File: src/rtl/iic_cfg_seq.sv
// Table-driven I2C configuration sequencer. Walks an external synchronous command table
// and drives one iic_dri master. Entry types: write, verified write, delay and end.
module iic_cfg_seq #(
    parameter int unsigned TBL_AW    = 8,
    parameter int unsigned DLY_UNIT  = 10000,
    parameter int unsigned PWR_DLY   = 100,
    parameter int unsigned MAX_RETRY = 3,
    parameter int unsigned TIMEOUT   = 65535
) (
    input  logic              clk,
    input  logic              rst,
    input  logic              start,
    output logic [TBL_AW-1:0] tbl_addr,
    input  logic [33:0]       tbl_data,
    output logic [7:0]        device_id,
    output logic              iic_trig,
    output logic              w_r,
    output logic [15:0]       addr,
    output logic [7:0]        data_in,
    input  logic              busy,
    input  logic [7:0]        data_out,
    input  logic              byte_over,
    output logic              init_over,
    output logic              err,
    output logic [TBL_AW-1:0] err_idx,
    output logic              run
);

    localparam logic [1:0] OpWrite    = 2'd0;
    localparam logic [1:0] OpWrVerify = 2'd1;
    localparam logic [1:0] OpDelay    = 2'd2;

    localparam int unsigned PWR_CYC = PWR_DLY * DLY_UNIT;
    localparam int unsigned PWR_W   = (PWR_CYC > 1) ? $clog2(PWR_CYC) : 1;
    localparam logic [PWR_W-1:0] PWR_LAST = PWR_W'((PWR_CYC > 0) ? PWR_CYC - 1 : 0);

    // Wide enough for 255 * DLY_UNIT.
    localparam int unsigned DLY_W = $clog2(255 * DLY_UNIT + 1);

    localparam int unsigned TO_W = (TIMEOUT > 0) ? $clog2(TIMEOUT + 1) : 1;
    localparam logic [TO_W-1:0] TO_LOAD = TO_W'((TIMEOUT > 0) ? TIMEOUT - 1 : 0);

    localparam int unsigned RTY_W = (MAX_RETRY > 0) ? $clog2(MAX_RETRY + 1) : 1;
    localparam logic [RTY_W-1:0] RTY_MAX = RTY_W'(MAX_RETRY);

    typedef enum logic [3:0] {
        StPwr,
        StIdle,
        StFetch,
        StDecode,
        StWrIssue,
        StWrAck,
        StWrDone,
        StRdIssue,
        StRdAck,
        StRdDone,
        StCheck,
        StDly,
        StNext,
        StDone,
        StErr
    } state_e;

    state_e            state;
    logic [PWR_W-1:0]  pwr_cnt;
    logic              auto_start;
    logic [TBL_AW-1:0] idx;
    logic [1:0]        op_q;
    logic [RTY_W-1:0]  retry;
    logic [TO_W-1:0]   wd_cnt;
    logic [DLY_W-1:0]  dly_cnt;
    logic [7:0]        rd_byte;

    // The table index is the registered read address; it is already stable in FETCH.
    assign tbl_addr = idx;

    always_ff @(posedge clk or posedge rst) begin
        if (rst) begin
            state      <= StPwr;
            pwr_cnt    <= '0;
            auto_start <= 1'b0;
            idx        <= '0;
            op_q       <= '0;
            retry      <= '0;
            wd_cnt     <= '0;
            dly_cnt    <= '0;
            rd_byte    <= '0;
            device_id  <= '0;
            iic_trig   <= 1'b0;
            w_r        <= 1'b0;
            addr       <= '0;
            data_in    <= '0;
            init_over  <= 1'b0;
            err        <= 1'b0;
            err_idx    <= '0;
            run        <= 1'b0;
        end else begin
            iic_trig <= 1'b0;

            if (byte_over && (state == StRdAck || state == StRdDone)) begin
                rd_byte <= data_out;
            end

            case (state)
                StPwr: begin
                    if (pwr_cnt == PWR_LAST) begin
                        auto_start <= 1'b1;
                        state      <= StIdle;
                    end else begin
                        pwr_cnt <= pwr_cnt + PWR_W'(1);
                    end
                end

                StIdle: begin
                    if (start || auto_start) begin
                        auto_start <= 1'b0;
                        idx        <= '0;
                        retry      <= '0;
                        init_over  <= 1'b0;
                        err        <= 1'b0;
                        err_idx    <= '0;
                        run        <= 1'b1;
                        state      <= StFetch;
                    end
                end

                StFetch: state <= StDecode;

                StDecode: begin
                    op_q <= tbl_data[33:32];
                    case (tbl_data[33:32])
                        OpWrite, OpWrVerify: begin
                            device_id <= tbl_data[31:24];
                            addr      <= tbl_data[23:8];
                            data_in   <= tbl_data[7:0];
                            state     <= StWrIssue;
                        end
                        OpDelay: begin
                            dly_cnt <= DLY_W'(tbl_data[7:0]) * DLY_W'(DLY_UNIT);
                            state   <= (tbl_data[7:0] == 8'd0) ? StNext : StDly;
                        end
                        default: state <= StDone;
                    endcase
                end

                StWrIssue: begin
                    if (!busy) begin
                        iic_trig <= 1'b1;
                        w_r      <= 1'b1;
                        wd_cnt   <= TO_LOAD;
                        state    <= StWrAck;
                    end
                end

                StWrAck: begin
                    if (busy) begin
                        wd_cnt <= TO_LOAD;
                        state  <= StWrDone;
                    end else if (wd_cnt == '0) begin
                        state <= StErr;
                    end else begin
                        wd_cnt <= wd_cnt - TO_W'(1);
                    end
                end

                StWrDone: begin
                    if (!busy) begin
                        state <= (op_q == OpWrVerify) ? StRdIssue : StNext;
                    end else if (wd_cnt == '0) begin
                        state <= StErr;
                    end else begin
                        wd_cnt <= wd_cnt - TO_W'(1);
                    end
                end

                StRdIssue: begin
                    if (!busy) begin
                        iic_trig <= 1'b1;
                        w_r      <= 1'b0;
                        wd_cnt   <= TO_LOAD;
                        state    <= StRdAck;
                    end
                end

                StRdAck: begin
                    if (busy) begin
                        wd_cnt <= TO_LOAD;
                        state  <= StRdDone;
                    end else if (wd_cnt == '0) begin
                        state <= StErr;
                    end else begin
                        wd_cnt <= wd_cnt - TO_W'(1);
                    end
                end

                StRdDone: begin
                    if (!busy) begin
                        state <= StCheck;
                    end else if (wd_cnt == '0) begin
                        state <= StErr;
                    end else begin
                        wd_cnt <= wd_cnt - TO_W'(1);
                    end
                end

                StCheck: begin
                    if (rd_byte == data_in) begin
                        state <= StNext;
                    end else if (retry < RTY_MAX) begin
                        retry <= retry + RTY_W'(1);
                        state <= StWrIssue;
                    end else begin
                        state <= StErr;
                    end
                end

                StDly: begin
                    if (dly_cnt <= DLY_W'(1)) begin
                        state <= StNext;
                    end else begin
                        dly_cnt <= dly_cnt - DLY_W'(1);
                    end
                end

                // Last table slot finishes the sequence instead of wrapping to entry 0.
                StNext: begin
                    retry <= '0;
                    if (idx == '1) begin
                        state <= StDone;
                    end else begin
                        idx   <= idx + TBL_AW'(1);
                        state <= StFetch;
                    end
                end

                StDone: begin
                    init_over <= 1'b1;
                    run       <= 1'b0;
                    state     <= StIdle;
                end

                StErr: begin
                    err     <= 1'b1;
                    err_idx <= idx;
                    run     <= 1'b0;
                    state   <= StIdle;
                end

                default: state <= StIdle;
            endcase
        end
    end

endmodule
File: config.mk
export PLATFORM = sky130hd
export DESIGN_NAME = iic_cfg_seq
export DESIGN_NICKNAME = d
export VERILOG_FILES = /design/src/rtl/iic_cfg_seq.sv
export SDC_FILE = /design/constraint.sdc
export NUM_CORES = 1
export LEC_CHECK = 0
export BUFFER_PORTS_ARGS = -buffer_cell sky130_fd_sc_hd__buf_4
export CAP_MARGIN = 20
export CORE_MARGIN = 2
export CORE_UTILIZATION = 25
export CTS_CLUSTER_SIZE = 16
export DETAILED_ROUTE_END_ITERATION = 8
export PLACE_DENSITY = 0.47
export SLEW_MARGIN = 20
export SYNTH_ARGS = -nofsm -noshare
export SYNTH_HDL_FRONTEND = slang
export SYNTH_SLANG_ARGS = --single-unit
File: constraint.sdc
create_clock -name clk -period 11.1 [get_ports clk]
set_input_delay 0.555 -clock clk [delete_from_list [all_inputs] [get_ports clk]]
set_output_delay 0.555 -clock clk [all_outputs]
set_load 0.02 [all_outputs]
; Word level (Yosys, flattened, before mapping)
; Index checks and enable logic that the tools add are counted.
[totals]
out_inout_bits = 53
rom_bits = 0
word_cells = 137
regBits = 128
latch_bits = 0
ramBits = 0
mem_count = 0
[classes]
n_reduce_logical = 33
magnitude_cmp = 2
n_div = 0
eq_ne = 32
mux = 45
n_shift = 0
n_bitwise = 1
addsub = 5
n_mul = 1
[op_table]
columns = cell, n
row1 = two-way mux 16 bit, 4
row2 = two-way mux 4 bit, 14
row3 = one-hot mux 4 bit (13 select lines), 1
row4 = one-hot mux 16 bit (3 select lines), 1
row5 = two-way mux 22 bit, 2
row6 = one-hot mux 22 bit (2 select lines), 1
row7 = one-hot mux 8 bit (2 select lines), 2
row8 = == test 4 bit (second input constant), 7
row9 = less-or-equal comparator 22 x 1 -> 1 bit (second input constant), 1
row10 = inequality test 2 bit (second input constant), 11
row11 = subtractor 22 x 1 -> 22 bit (second input constant), 1
row12 = adder 20 x 1 -> 20 bit (second input constant), 1
row13 = == test 20 bit (second input constant), 1
row14 = multiplier 8 x 10 -> 18 bit (second input constant), 1
row15 = == test 4 x 3 -> 1 bit (second input constant), 4
row16 = logical NOT 16 bit, 1
row17 = two-way mux 8 bit, 2
row18 = subtractor 16 x 1 -> 16 bit (second input constant), 1
row19 = AND reduction 3 bit, 5
row20 = nonzero test 2 bit, 7
row21 = one-hot mux 1 bit (2 select lines), 5
row22 = AND reduction 2 bit, 5
row23 = OR reduction 2 bit, 5
row24 = adder 8 x 1 -> 8 bit (second input constant), 1
row25 = other kinds (23), 35

; Logic depth before layout (Yosys ltp)
; Gate-level depths: netlist of the first run.
[depth]
ltp_word = 4
ltp_mapped = 14

; Worst setup path before layout of the first run
; Ideal clock, no wire load.
[synth_path]
path_type = input to register
from = in tbl_data[5]
to = reg dly_cnt[20]
required_time_ns = 10.965
setup_ns = 0.135
setup_slack_ns = 7.372
arrival_ns = 3.593
path_buffers = 0
cell_stages = 13
path_cell_list = fa_1 fa_1 ha_1 inv_1 fa_1 inv_1 ha_1 o21a_1 o21a_1 o22ai_1 o21ai_0 xnor2_1 o21ai_0
[synth_between]
elab_chain_len = 3
[synth_lines]
columns = element, line_no
row1 = from (decl), 14  ; input logic [33:0] tbl_data,
row2 = multiplier 8 x 10 -> 18 bit, 139  ; dly_cnt <= DLY_W'(tbl_data[7:0]) * DLY_W'(DLY_UNIT);
row3 = two-way mux 22 bit, 131  ; case (tbl_data[33:32])
row4 = one-hot mux 22 bit (2 select lines), 104  ; case (state)
row5 = to (signal assigned), 139
row6 = to (signal assigned), 221  ; dly_cnt <= dly_cnt - DLY_W'(1);
row7 = to (decl), 71  ; logic [DLY_W-1:0] dly_cnt;
; No other way between the ends. The select of a mux whose other input is x is not followed.
; A chain may end at the register's enable or synchronous reset.

; Final worst setup path of the first run
[layout_path]
from = in tbl_data[2]
to = reg dly_cnt[17]
; Same word-level chain as after synthesis.

==> flow_summary.toml, run 1 <==
[outcome]
status = "finished, final reports clean"

[global_route]
grt_overflow = 0
grt.total_usage_pct = 12.5
grt_max_degree = 66
grtUsageMet2_pct = 19.8
antenna_found_initial = 0
grt_pass1_wl_um = 31800
grt_use_met3_pct = 2.71
grt_pass1_vias = 5926
use_met1_pct = 17.3
top_usage_layer = "met2"

[placed_design]
io_buffers = 99
gp_congestion = 0.809
place_area_mm2 = 0.00883
dpl.hpwl_um = 14100

[cells_and_area]
drive_gt1_share_pct = 22.4
layout_common_cells = "dfrtp_1, buf_4, nand2_1"
areaGrowthSynthToFinish_pct = 22.9
final_common_cell = "dfrtp_1"
finalInstanceArea_mm2 = 0.00943
layout.nets = 977
antenna_cells = 0

[cts]
cts_inserted_buffers = 17
clock-sinks = 128
cts_tree = "built"
root_buffer = "clkbuf_16"
clk_pin_slew_ps = 60
cts_hold_buffers = 0
cts_repair_resize_count = 0
clkLatencyLatePin_ps = 420
clock_path_buffers = 2
cts_setup_buffers = 0
cts.htree.levels = 4

[hold_path]
worstHoldPathType = "in -> async"

[floorplan]
fp.coreArea_mm2 = 0.0304
fp.dieW_um = 179
rows = 64
dieArea_mm2 = 0.0321
die_y_um = 179
initial_core_util_pct = 25.2
io_pins = 100

[setup_path]
end_kind = "register"
cp-start-kind = "input port"
crit_type = "in -> reg"
critPathArrivalTime_ps = 3910
crit_chain = "buf_4, inv_1, ha_1, ha_1, inv_1, fa_1, fa_1, inv_1, ha_1, a211o_1, a211oi_1, nor2_1, o22ai_1, xor2_1, o221ai_1"
rr_worst_depth = 6
critPathMaxStageDelay_ps = 540
critPathSlowestCell = "fa_1"
cp_data_required_time_ps = 11370
r2r_start = "state[1]$_DFFE_PP0P_"
path_max_fanout = 7
r2r-end = "dly_cnt[17]$_DFFE_PP0P_"
worst-r2r-setup-slack_ps = 8130
crit_start = "tbl_data[2]"

[sta]
slew_headroom_pct = 27.6
max_slew.worst_pin.slew_ps = 1080
clock.fmax_ghz = 0.274
setup_tns_ps = 0
finalHoldViolCount = 0
setup_violations = 0
finalCritPeriodShare_pct = 32.8
period_needed_ps = 3640
rsz0062_at_grt = "false"
whs_ps = 219
maxSlewViolCount = 0
fin_skew_ps = 12.9

[synthesis]
synth.distinct_cells = 73
synth_edf_count = 0
synth_seq_area_share_pct = 41.7
yosys.area.top_type_share_pct = 41.7
synth_async_sr_flop_share_pct = 100
ys_ff_latch = 128
synth.avg_cell_area_um2 = 9.91
synth_area_mm2 = 0.00768
synth_ff_type = "dfrtp_1"
synth_fp_nets = 882
syn_inst = 775
yosysTopAreaCell = "dfrtp_1"
synth_area_leaders = "dfrtp_1, ha_1, mux2_2"
yosysWarnings = 0

[route]
route.vias.total = 5972
route.detailed.drc = 0
routed_wl_um = 19300
wl_per_cell_um = 15.1
drt_iter0_markers = 399
ant_nets = 0
vias_per_cell = 4.67
firstDrtPassIters = 5

[run]
cap_violations = 0

[power_and_ir_drop]
max-vdd-ir-drop_mv = 0.0983
leakagePower_nw = 4.12
power_density_mw_per_mm2 = 238
[where the power goes]
part	internal (W)	switching [W]	total, W
clock	0.000357	0.000229	0.000586
combinational	0.000394	0.000486	0.000880
sequential	0.000620	0.000155	0.000774
[critical path: cells and delay by family]
| kind | cells | cell delay, ps |
|---|---|---|
| XOR/XNOR | 1 | 200 |
| adder cells (fa/ha/maj) | 5 | 1880 |
| buffers and inverters | 4 | 320 |
| AO/OA/AOI/OAI | 4 | 850 |
| AND/OR/NAND/NOR | 1 | 100 |
[state kept, by name, indices dropped and copies added, names as in the netlist, 16 cells and up]
signal	count
dly_cnt	22
wd_cnt	16
pwr_cnt	20
addr	16
[cells by family (layout without fill, tap and decap cells)]
kind of cell	Yosys count	count (layout)	synth area share [%]
muxes	45	45	6.58
buffers and inverters	69	176	3.70
and+or+nand+nor	257	257	17.5
DFF	128	128	41.7
AOI/OAI and AO/OA	160	160	13.1
adders and majority gates	60	60	11.0
xor gates and xnor gates	56	56	6.39
[worst max-delay path by stage]
stage                                    to  depth (start not counted)  slack [ps]
floorplan               addr[0]$_DFFE_PP0P_                          1        7130
global placement    dly_cnt[19]$_DFFE_PP0P_                         15        7060
detailed placement  dly_cnt[19]$_DFFE_PP0P_                         15        7020
CTS                 dly_cnt[17]$_DFFE_PP0P_                         15        7460
global route        dly_cnt[20]$_DFFE_PP0P_                         14        7260
finish              dly_cnt[17]$_DFFE_PP0P_                         15        7460
[through the flow]
stage	total power [W]	setup slack [ps]	cells	utilization, %
after CTS	0.00227	7460	1278	31.0
after global placement	0.00167	7060	1247	29.0
final	0.00224	7460	1278	31.0
after detailed placement	0.00167	7020	1247	29.0
after global routing	0.00241	7260	1278	31.0
after floorplan	0.00138	7130	775	-
[synth_stat cells, drive strengths merged (3+ instances only)]
master	instances
or2	6
fa	12
mux2	44
o21ai	55
a211o	3
inv	42
ha	48
or3	3
nor4	13
a21o	6
o21a	6
nand4	18
and2	6
nand4b	4
a211oi	5
nand2b	6
xnor2	29
clkbuf	12
a21oi	36
a31oi	10
a22oi	6
o31ai	4
nor3	20
and3	10
buf	13
or4	4
nor4b	5
dfrtp	128
nand2	71
nor2	52
nand3	29
o22ai	7
o211ai	4
nor2b	5
xor2	27
[layer usage]
layer	wire length, µm	share of wire (%)	vias to the layer above
li1	-	-	2965
met1	9150	47	2880
met2	9340	48	115
met3	685	3.5	12
met4	144	0.75	0
met5	0	0	-
[final cells by class]
class	count	area (µm²)
clock inverter	14	178
clock buffer	17	425
sequential	128	3200
inverter	44	170
timing repair buffer	101	758
tap	396	495
multi-input combinational	578	4200
fill	3205	21000
No activity file was read; power rests on OpenSTA's default activity.
==> run 2, diff against run 1 <==
--- a/config.mk
+++ b/config.mk
@@ -11,7 +11,7 @@
 export CORE_UTILIZATION = 25
 export CTS_CLUSTER_SIZE = 16
 export DETAILED_ROUTE_END_ITERATION = 8
-export PLACE_DENSITY = 0.47
+export PLACE_DENSITY = 0.48
 export SLEW_MARGIN = 20
 export SYNTH_ARGS = -nofsm -noshare
 export SYNTH_HDL_FRONTEND = slang
==> constraint.sdc (replaced) <==
create_clock -name clk -period 3.3 [get_ports clk]
set_input_delay 0.165 -clock clk [delete_from_list [all_inputs] [get_ports clk]]
set_output_delay 0.165 -clock clk [all_outputs]
set_load 0.02 [all_outputs]
==> run 2 against run 1 <==
Against the previous run: routed wire length is 2.9% higher; sequential share of layout area is 2.0 points lower; final cell count is 5.6% higher; flip-flop and latch count stayed put; clock power grew to 3.0 times the previous value; first-iteration DRC count is 29% lower; count of clock-buffer cells in the layout is 1 higher; non-clock buffer count is 72 higher; worst hold slack worse by 200 ps; setup slack worse by 7300 ps; critical path depth is 1 lower; cell area is 6.3% higher; critical endpoint is now dly_cnt[20]$_DFFE_PP0P_.
==> flow_summary.toml, run 2 (synthesis gave the netlist of run 1 again) <==
[global_route]
grt_overflow = 0
grt_pass1_wl_um = 33200
grt_pass1_vias = 6437
grt.total_usage_pct = 12.8
antenna_found_initial = 0
grt_max_degree = 94

[cells_and_area]
top_register = "dly_cnt"
nFillCells = 3166
layout_common_cells = "buf_4, dfrtp_1, nand2_1"
drive_gt1_share_pct = 25.1
largestRegisters = "dly_cnt x22, pwr_cnt x20"
largest_reg_flops = 22
areaGrowthSynthToFinish_pct = 30.6
final_cells = 1350
layout.nets = 1049
multiInputGateArea_mm2 = 0.00422
area.sequential_mm2 = 0.00320
antenna_cells = 0
final_common_cell = "buf_4"

[power_and_ir_drop]
max-vdd-ir-drop_mv = 0.377
leakagePower_nw = 4.44
power_density_mw_per_mm2 = 753

[placed_design]
post-place-cells = 1286
gp_congestion = 0.789
pre_cts_ws_ps = -309
dpl.hpwl_um = 14500
io_buffers = 99

[setup_path]
critPathArrivalTime_ps = 3380
end_kind = "register"
cp_top_family = "adder cells"
critPathMaxStageDelay_ps = 560
path_max_fanout = 2
rr_worst_depth = 8
worst-path-stages = 14
crit_buf_inv = 3
crit_type = "in -> reg"
cp_data_required_time_ps = 3580
cp-start-kind = "input port"
critPathSlowestCell = "fa_1"
crit_chain = "buf_4, fa_1, fa_1, ha_1, inv_1, fa_1, inv_1, ha_1, o21a_1, o21a_1, o22ai_2, o21ai_1, xnor2_1, o21ai_0"
critPathMostFrequentCell = "fa_1"

[floorplan]
fp.coreArea_mm2 = 0.0304
rows = 64
die_y_um = 179
io_pins = 100
dieArea_mm2 = 0.0321
initial_core_util_pct = 25.2
fp.dieW_um = 179

[cts]
cts.htree.levels = 4
clock_path_buffers = 2
cts_tree = "built"
cts_setup_buffers = 0
root_buffer = "clkbuf_16"
clock-sinks = 128
clk_pin_slew_ps = 50
cts_inserted_buffers = 17
clkLatencyLatePin_ps = 420

[sta]
maxSlewViolCount = 0
setup_violations = 0
finalHoldViolCount = 0
slew_headroom_pct = 37.6
clock.fmax_ghz = 0.323
finalCritPeriodShare_pct = 93.8
fin_skew_ps = 15.3
rsz0062_at_grt = "false"
max_slew.worst_pin.slew_ps = 927
period_needed_ps = 3100
setup_ws_ps = 204

[run]
cap_violations = 0

[hold_path]
worstHoldPathType = "in -> reg"
worstHoldPathCells = 2

[route]
firstDrtPassIters = 5
route.detailed.drc = 0
route.vias.total = 6297
wl_per_cell_um = 14.7
routed_wl_um = 19900
vias_per_cell = 4.66
drt_iter0_markers = 282
ant_nets = 0

[outcome]
status = "finished, final reports clean"
==> run 2: changes by cell type in the layout (fill, tap and decap cells not counted), moves of 2 or more <==
cell           delta
buf_4            +38
dlygate4sd3_1    +33
inv_6             -7
clkinv_4          +6
bufinv_16         -2
clkinvlp_4        +2
o22ai_1           -2
o22ai_2           +2
==> run 2: metal layers <==
layer | global-route usage [%] | vias to the layer above | part of all wire (%)
met5 | 0 | - | 0
met4 | 4.20 | 0 | 1.8
met3 | 2.42 | 22 | 3.4
met2 | 20.5 | 116 | 47
met1 | 17.3 | 3054 | 48
li1 | - | 3105 | -
==> run 2: metrics by stage <==
step / setup TNS, ps / total power (W) / hold slack [ps] / area (µm²) / utilization [%]
4_1_cts: 0 / 0.00762 / 9.07 / 10000 / 32.9
6_report: 0 / 0.00755 / 18.7 / 10000 / 33.0
3_5_place_dp: -1440 / 0.00577 / 125 / 9140 / 30.0
3_3_place_gp: -1160 / 0.00576 / 127 / 9140 / 30.0
5_1_grt: 0 / 0.00814 / 23.4 / 10000 / 33.0
2_1_floorplan: 0 / 0.00464 / 315 / 7690 / -
==> run 2: area by class of cell <==
cell class / instances / area share [%]
Sequential cell: 128 / 31.9
Inverter: 44 / 1.68
Multi-Input combinational cell: 578 / 42.1
Timing Repair Buffer: 173 / 13.9
Clock inverter: 13 / 1.19
Clock buffer: 18 / 4.28
Tap cell: 396 / 4.94
==> run 2: final timing paths <==
kind / start / end / slack, ps
max: tbl_data[5] / dly_cnt[20]$_DFFE_PP0P_ / 200
min: tbl_data[32] / op_q[0]$_DFFE_PP0P_ / 20
max reg2reg: dly_cnt[5]$_DFFE_PP0P_ / dly_cnt[6]$_DFFE_PP0P_ / 710
min reg2reg: pwr_cnt[18]$_DFFE_PP0P_ / pwr_cnt[18]$_DFFE_PP0P_ / 460
max in group asynchronous: rst / dly_cnt[16]$_DFFE_PP0P_ / 2290
min in group asynchronous: rst / wd_cnt[9]$_DFFE_PP0P_ / 230
==> run 2: repair_timing <==
action,4_1_cts,5_1_grt
endpoints found under the hold margin,39,0
gates resized for setup,0,2
hold buffers,33,0
endpoints found under the setup margin,0,1
==> run 2: power by group <==
group / switching, W / internal (W)
logic: 0.00171 / 0.00149
clock network: 0.000737 / 0.00103
registers: 0.000491 / 0.00209
total: 0.00294 / 0.00461
==> run 3, diff against run 2 <==
--- a/config.mk
+++ b/config.mk
@@ -5,13 +5,13 @@
 export SDC_FILE = /design/constraint.sdc
 export NUM_CORES = 1
 export LEC_CHECK = 0
-export BUFFER_PORTS_ARGS = -buffer_cell sky130_fd_sc_hd__buf_4
 export CAP_MARGIN = 20
 export CORE_MARGIN = 2
 export CORE_UTILIZATION = 25
 export CTS_CLUSTER_SIZE = 16
 export DETAILED_ROUTE_END_ITERATION = 8
-export PLACE_DENSITY = 0.48
+export DONT_BUFFER_PORTS = 1
+export PLACE_DENSITY = 0.46
 export SLEW_MARGIN = 20
 export SYNTH_ARGS = -nofsm -noshare
 export SYNTH_HDL_FRONTEND = slang
==> run 3 against run 2 <==
Against the previous run: combinational power decreased by 21%; flip-flop and latch count unchanged; die area is the same; routed wire length shrank 0.27%; final cell count fell by 7.4%; count of clock-buffer cells in the layout is 1 higher; worst hold slack better by 12 ps; sequential power grew 11%; largest cell class unchanged.
==> flow_summary.toml, run 3 (synthesis gave the netlist of run 1 again) <==
[cells_and_area]
layout_common_cells = "dfrtp_1, nand2_1, nor2_1, o21ai_0, ha_1"
largest_reg_flops = 22
largestRegisters = "dly_cnt x22, pwr_cnt x20"
top_register = "dly_cnt"
drive_gt1_share_pct = 14.8
antenna_cells = 0
areaGrowthSynthToFinish_pct = 21.7
layout.nets = 948
final_cells = 1250
final_common_cell = "dfrtp_1"
fin_util_pct = 30.7

[route]
route.vias.total = 6001
ant_nets = 0
route.detailed.drc = 0
vias_per_cell = 4.80
drt_iter0_markers = 368
routed_wl_um = 19800
wl_per_cell_um = 15.9
firstDrtPassIters = 5

[global_route]
top_usage_layer = "met2"
grtUsageMet2_pct = 19.8
use_met1_pct = 17.0
grt_pass1_wl_um = 31600
grt_pass1_vias = 5868
antenna_found_initial = 0
grt_max_degree = 57
grt_use_met3_pct = 3.33
grt_overflow = 0
grt.total_usage_pct = 12.6

[sta]
period_needed_ps = 3030
maxSlewViolCount = 0
rsz0062_at_grt = "false"
setup_ws_ps = 269
max_slew.worst_pin.slew_ps = 1000
fin_skew_ps = 10.6
finalCritPeriodShare_pct = 91.8
finalHoldViolCount = 0
whs_ps = 30.4
clock.fmax_ghz = 0.330
slew_headroom_pct = 32.6
setup_violations = 0

[cts]
clkLatencyLatePin_ps = 430
root_buffer = "clkbuf_16"
cts_inserted_buffers = 17
clk_pin_slew_ps = 60
cts.htree.levels = 4
clock_path_buffers = 2
cts_tree = "built"
clock-sinks = 128
cts_repair_resize_count = 0

[setup_path]
crit_type = "in -> reg"
critPathMaxStageDelay_ps = 540
path_max_fanout = 6
crit_chain = "inv_1, ha_1, ha_1, inv_1, fa_1, fa_1, inv_1, ha_1, a211o_1, a211oi_1, nor2_1, o22ai_1, xor2_1, o221ai_1"
crit_start = "tbl_data[2]"
end_kind = "register"
worst-path-stages = 14
crit_buf_inv = 3
critPathSlowestCell = "fa_1"
cp_data_required_time_ps = 3590
r2r_start = "dly_cnt[5]$_DFFE_PP0P_"
rr_worst_depth = 7
cp_top_family = "adder cells"
cp-start-kind = "input port"
critPathArrivalTime_ps = 3320

[floorplan]
die_y_um = 179
fp.dieW_um = 179
rows = 64
io_pins = 100
fp.coreArea_mm2 = 0.0304
dieArea_mm2 = 0.0321
initial_core_util_pct = 25.2

[placed_design]
io_buffers = 0
dpl.hpwl_um = 14400
pre_cts_ws_ps = -194
gp_congestion = 0.801
post-place-cells = 1174

[power_and_ir_drop]
power_density_mw_per_mm2 = 784
max-vdd-ir-drop_mv = 0.389
leakagePower_nw = 3.95

[run]
cap_violations = 0

[hold_path]
worstHoldPathType = "in -> reg"
worstHoldPathCells = 4
holdCritStartpoint = "busy"

[outcome]
status = "finished, final reports clean"
## run 3: layer usage
layer,up-vias,routed length (µm)
li1,2920,-
met1,2933,9210
met2,131,9390
met3,17,922
met4,0,287
met5,-,0
## run 3: repair_timing
item,4_1_cts,5_1_grt
setup buffers,0,0
hold buffers,44,0
endpoints found under the hold margin,78,0
## run 3: stage by stage
step                total power (W)  setup TNS (ps)  area, µm²
detailed placement          0.00536            -674       8300
global placement            0.00535            -362       8300
finish                      0.00733               0       9350
CTS                         0.00741               0       9350
floorplan                   0.00464               0       7690
global route                0.00786               0       9350
## run 3: report_power, final
group	total [W]	leakage (nW)	internal, W	switching, W
registers	0.00286	1.57	0.00208	0.000775
clock network	0.00195	0.289	0.00121	0.000743
logic	0.00252	2.09	0.00116	0.00136
## run 3: worst register-to-register path, stage by stage, from the launching register on
cell     delay, ps
dfrtp_1        470
nor4_4         460
nand2_1        280
o31ai_4        490
and2_1         380
buf_4          250
o21ai_0        100
o21ai_0         90
## run 3: path summary, 6_finish.rpt
kind	slack, ps	to
setup / recovery	270	dly_cnt[17]$_DFFE_PP0P_
hold / removal	30	w_r$_DFFE_PP0P_
hold reg to reg	460	pwr_cnt[19]$_DFFE_PP0P_
setup reg to reg	690	dly_cnt[6]$_DFFE_PP0P_
max in group asynchronous	2120	pwr_cnt[9]$_DFFE_PP0P_
min in group asynchronous	360	err_idx[3]$_DFFE_PP0P_
## run 3: cell type report
cell class                 count  area, µm²
tap                          396        495
sequential                   128       3200
multi-input combinational    578       4210
inverter                      44        169
clock buffer                  19        443
timing repair buffer          72        663
clock inverter                13        163
fill                        3176      21100
